===== config.mk =====
export PLATFORM = sky130hd
export DESIGN_NAME = shared_reg_arbiter
export DESIGN_NICKNAME = d
export VERILOG_FILES = /design/src/rtl/shared_reg_pkg.sv /design/src/rtl/shared_reg_arbiter_rr_pick.sv /design/src/rtl/shared_reg_arbiter.sv
export SDC_FILE = /design/constraint.sdc
export NUM_CORES = 1
export LEC_CHECK = 0
export CAP_MARGIN = 15
export CORE_AREA = 2 2 58 88
export DETAILED_ROUTE_END_ITERATION = 10
export DIE_AREA = 0 0 60 90
export MAX_ROUTING_LAYER = met4
export SLEW_MARGIN = 25
export SYNTH_ARGS = -nofsm -noshare
export SYNTH_HDL_FRONTEND = slang
export SYNTH_SLANG_ARGS = --single-unit

===== constraint.sdc =====
create_clock -name clk -period 2.5 [get_ports clk]
set_input_delay 0.5 -clock clk [delete_from_list [all_inputs] [get_ports clk]]
set_output_delay 0.5 -clock clk [all_outputs]
set_load 0.1 [all_outputs]

===== src/rtl/shared_reg_pkg.sv =====
// Shared types and defaults for the round-robin shared-register arbiter.
// Holds the FSM state encoding and the pointer-width helper.
package shared_reg_pkg;

    typedef enum logic {
        IDLE  = 1'b0,
        GRANT = 1'b1
    } state_t;

    localparam int N_DEF = 4;
    localparam int W_DEF = 8;

    // A single requester still needs a 1-bit pointer.
    function automatic int ptr_w(input int n);
        return (n > 1) ? $clog2(n) : 1;
    endfunction

    localparam int PTR_W = ptr_w(N_DEF);

endpackage


===== src/rtl/shared_reg_arbiter_rr_pick.sv =====
// Rotate-priority picker: first set bit scanning from i_ptr upward, wrapping mod N.
// Purely combinational, zero latency, no flow control.
module rr_pick
    import shared_reg_pkg::*;
#(
    parameter int N  = N_DEF,
    parameter int PW = ptr_w(N_DEF)
) (
    input  logic [N-1:0]  i_set,
    input  logic [PW-1:0] i_ptr,
    output logic [N-1:0]  o_onehot,
    output logic [PW-1:0] o_idx,
    output logic          o_any
);

    always_comb begin
        o_onehot = '0;
        o_idx    = '0;
        o_any    = 1'b0;
        for (int i = 0; i < N; i++) begin
            if (!o_any && i_set[(int'(i_ptr) + i) % N]) begin
                o_any                              = 1'b1;
                o_onehot[(int'(i_ptr) + i) % N]    = 1'b1;
                o_idx                              = PW'((int'(i_ptr) + i) % N);
            end
        end
    end

endmodule


===== src/rtl/shared_reg_arbiter.sv =====
// Round-robin arbiter sharing one sync-clear register; req -> gnt 1 cycle, gnt -> reg_q 1 cycle.
// Requesters hold req until granted; optional owner lock under SHARED_REG_LOCK_EN.
module shared_reg_arbiter
    import shared_reg_pkg::*;
#(
    parameter int N = N_DEF,
    parameter int W = W_DEF
) (
    input  logic           clk,
    input  logic           clr_n,
    input  logic [N-1:0]   req,
    input  logic [N-1:0]   op_clr,
    input  logic [N*W-1:0] wdata,
`ifdef SHARED_REG_LOCK_EN
    input  logic [N-1:0]   lock,
`endif
    output logic [N-1:0]   gnt,
    output logic [W-1:0]   reg_q,
    output logic           busy
);

    localparam int PW = ptr_w(N);

    state_t        r_state;
    state_t        w_state_nxt;
    logic [PW-1:0] r_ptr;
    logic [PW-1:0] w_ptr_nxt;
    logic [N-1:0]  r_gnt;
    logic [N-1:0]  w_gnt_nxt;
    logic [W-1:0]  r_reg;
    logic [W-1:0]  w_reg_nxt;

    logic [N-1:0]  w_set;
    logic [N-1:0]  w_onehot;
    logic [PW-1:0] w_idx;
    logic          w_any;
    logic          w_hold;

    // The current owner is masked so it cannot win two cycles running.
    assign w_set = (r_state == GRANT) ? (req & ~r_gnt) : req;

`ifdef SHARED_REG_LOCK_EN
    assign w_hold = (r_state == GRANT) && (|(lock & req & r_gnt));
`else
    assign w_hold = 1'b0;
`endif

    rr_pick #(
        .N  (N),
        .PW (PW)
    ) u_rr_pick (
        .i_set    (w_set),
        .i_ptr    (r_ptr),
        .o_onehot (w_onehot),
        .o_idx    (w_idx),
        .o_any    (w_any)
    );

    always_ff @(posedge clk) begin
        if (!clr_n) begin
            r_state <= IDLE;
            r_ptr   <= '0;
            r_gnt   <= '0;
            r_reg   <= '0;
        end else begin
            r_state <= w_state_nxt;
            r_ptr   <= w_ptr_nxt;
            r_gnt   <= w_gnt_nxt;
            r_reg   <= w_reg_nxt;
        end
    end

    always_comb begin
        w_state_nxt = IDLE;
        if (w_hold || w_any) begin
            w_state_nxt = GRANT;
        end
    end

    always_comb begin
        w_gnt_nxt = '0;
        w_ptr_nxt = r_ptr;
        if (w_hold) begin
            w_gnt_nxt = r_gnt;
        end else if (w_any) begin
            w_gnt_nxt = w_onehot;
            w_ptr_nxt = PW'((int'(w_idx) + 1) % N);
        end
    end

    // op_clr/wdata are taken from the granted requester in the grant cycle itself.
    always_comb begin
        w_reg_nxt = r_reg;
        for (int k = 0; k < N; k++) begin
            if (r_gnt[k]) begin
                w_reg_nxt = op_clr[k] ? '0 : wdata[k*W +: W];
            end
        end
    end

    assign gnt   = r_gnt;
    assign reg_q = r_reg;
    assign busy  = (r_state == GRANT);

endmodule


==> results.sh <==
export IMPL_status="completed"
export IMPL_crit_family="compound AO/OA/AOI/OAI gates"
export IMPL_rsz0062_at_grt="no"
export IMPL_io_pins=55
export IMPL_postLayoutCoreUtil_pct=38.1
export IMPL_die_y_um=90
export IMPL_p_leak_uw=0.000714
export IMPL_seq_area_frac_synth_pct=26.5
export IMPL_grt_pass1_vias=1216
export IMPL_cp_data_required_time_ns=2.61
export IMPL_ys_flop_type="dfxtp_1"
export IMPL_syn_area_um2=1130
export IMPL_cts_tree="done"
export IMPL_drive_gt1_share_pct=19.0
export IMPL_tns_ns=0
export IMPL_grt_usage_pct=13.8
export IMPL_vdd_ir_drop_max_mv=0.570
export IMPL_rows=31
export IMPL_clkSinkCount=15
export IMPL_synth_edf_count=0
export IMPL_critPathKind="input pin to flip-flop"
export IMPL_place_congestion=0.941
export IMPL_synth_xor_area_share_pct=1.55
export IMPL_cp_end_kind="flip-flop"
export IMPL_slowest_delay_ns=0.51
export IMPL_vias=1243
export IMPL_cts_buffers=3
export IMPL_setup_viol=0
export IMPL_min_period_ns=2.19
export IMPL_drc=0
export IMPL_n_antenna_cell=0
export IMPL_nFillCells=498
export IMPL_drt_iter0_markers=42
export IMPL_routed_wl_um=3520
export IMPL_synthesis_nets=180
export IMPL_critPathArrivalTime_ns=2.30
export IMPL_crit_chain="clkdlybuf4s50_1, a21bo_2, mux4_2, and2_1, a222oi_1, a21oi_1"
export IMPL_startpoint_type="input pin"
export IMPL_antenna_found_initial=0
export IMPL_synth_top_area_cell="dfxtp_1"
export IMPL_dr_pass1_iters=4
export IMPL_synth_simple_area_share_pct=14.2
export IMPL_fin_crit_sh_pct=87.6
export IMPL_post_drt_via_cell_ratio=4.87
export IMPL_path_buf_inv=1
export IMPL_hold_path_startpoint="reg_q[3]$_SDFFE_PN0P_"
export IMPL_synth_seq_cells=15
export IMPL_hpwl_um=2900
export IMPL_async_flop_share_pct=0
export IMPL_hold_violations=0
export IMPL_yosys_top_cells_area="dfxtp_1, ha_1, a21oi_1, a221oi_1, a22o_1"
export IMPL_rr_startpoint="r_ptr[0]$_SDFFE_PN0P_"
export IMPL_post_cts_buffers=0
export IMPL_clock_root_buffer="clkbuf_8"
export IMPL_die_area_um2=5400
export IMPL_area_growth_pct=57.9
export IMPL_grt_max_degree=12
export IMPL_max_freq_ghz=0.456
export IMPL_maxSlewViolCount=0
export IMPL_cts_repair_resized=0
export IMPL_grt_overflow=0
export IMPL_tightestPinTransition_ns=0.574
export IMPL_coreArea_um2=4690
export IMPL_grt_pass1_wl_um=5690
export IMPL_insertion_delay_ns=0.24
export IMPL_final_nets=239
export IMPL_powerDensity_nw_per_um2=1240
export IMPL_synth_top_family_by_area="compound AO/OA/AOI/OAI gates"
export IMPL_drv_cap=0
export IMPL_synth_cells=131
export IMPL_clock_skew_ns=0.00436
export IMPL_yosys_warnings=0
export IMPL_synth_top_area_share_pct=26.5
export IMPL_h_tree_depth=1
export IMPL_drtAntennaViolNets=0
export IMPL_syn_avg_cell_area_um2=8.65
export IMPL_cp_startpoint="req[0]"
export IMPL_cts_hold_buf=0
export IMPL_slowest_stage="clkdlybuf4s50_1"
export IMPL_slew_headroom_pct=61.7
export IMPL_synthMuxAreaShare_pct=8.72
export IMPL_clockBufferDepth=2
export IMPL_die_width_um=60
export IMPL_synth_compound_area_share_pct=37.2
export IMPL_wl_per_cell_um=13.8
export IMPL_path_max_fanout=4
export IMPL_numPortBuffers=54
export IMPL_clk_transition_reported_paths_ns=0.06
export IMPL_hp_class="flip-flop to flip-flop"
export IMPL_initial_utilization_pct=24.2
export IMPL_yosysUniqueCellTypes=35
export IMPL_synthAdderAreaFrac_pct=7.73
## per-stage QoR
| stage | power [µW] | instance area, µm² | setup slack (ns) | std cells | hold WS (ns) |
|---|---|---|---|---|---|
| floorplan | 1610 | 1140 | 0.0678 | 131 | 0.617 |
| global placement | 2040 | 1740 | 0.0919 | 251 | 0.524 |
| detailed placement | 2050 | 1740 | 0.0492 | 251 | 0.534 |
| CTS | 2250 | 1790 | 0.307 | 255 | 0.555 |
| global route | 2400 | 1790 | 0.211 | 255 | 0.575 |
| finish | 2230 | 1790 | 0.309 | 255 | 0.551 |
## state kept, by name (all words and copies together) (netlist names)
register  cells
reg_q         8
gnt           4
r_ptr         2
busy          1
## synthesized netlist by cell type, types with 2 or more instances
cell type / count
buf_4: 2
or3b_1: 2
nand2_1: 16
inv_1: 3
a222oi_1: 4
clkbuf_1: 2
mux4_2: 2
mux2i_1: 4
a21oi_1: 14
a21oi_2: 2
xnor2_1: 2
nor2b_1: 3
nor2_1: 3
a22o_1: 7
a21bo_2: 4
nand2b_1: 2
ha_1: 7
a21boi_1: 4
dfxtp_1: 15
nand3b_1: 2
o21ai_0: 10
a221oi_1: 8
## report_power, final
part / switching [µW] / total [µW] / leakage (µW) / internal (µW)
clock network: 80.2 / 193 / 0.0000228 / 113
logic: 1030 / 1610 / 0.000566 / 578
registers: 101 / 429 / 0.000124 / 328
total: 1210 / 2230 / 0.000714 / 1020
## cell usage in the layout (no fill, tap or decap), types with 4 or more instances in the layout
master	instances
a22o_1	7
a21bo_2	4
a21oi_1	14
clkdlybuf4s50_1	41
dfxtp_1	13
o21ai_0	10
buf_4	19
a21boi_1	4
mux2i_1	4
nand2_1	16
ha_1	7
a221oi_1	8
a222oi_1	4
## final timing paths
| kind | depth (start not counted) | slack [ns] | end |
|---|---|---|---|
| setup reg to reg | 6 | 0.41 | gnt[3]$_SDFF_PN0_ |
| hold reg to reg | 2 | 0.55 | reg_q[3]$_SDFFE_PN0P_ |
| setup / recovery | 6 | 0.31 | gnt[3]$_SDFF_PN0_ |
| hold / removal | 2 | 0.55 | reg_q[3]$_SDFFE_PN0P_ |
## worst min-delay path: stages, from the launching register on
cell	delay, ns
dfxtp_1	0.33
o21ai_0	0.08
a21oi_1	0.10
## cell families (layout without fill, tap and decap cells)
kind of cell,count (synthesis),count (layout)
xor+xnor,2,2
flops,15,15
compound gates,58,58
fa+ha+maj,7,7
buf+inv,10,68
simple gates,32,32
mux,7,7
## final cells by class
class	instances	area [µm²]	area share, %
Clock buffer	4	45.0	2.52
Inverter	4	15.0	0.839
Multi-Input combinational cell	106	792	44.2
Sequential cell	15	303	16.9
Tap cell	66	82.6	4.61
Timing Repair Buffer	60	553	30.9
## per-layer routing
layer  part of all wire [%]  vias to the layer above  track usage (%)
li1                       -                      620                -
met1                     38                      575             15.1
met2                     56                       44             24.0
met3                    4.8                        4             2.16
met4                    1.4                        0             5.37
met5                      0                        -                -
(Power assumes the default switching activity.)
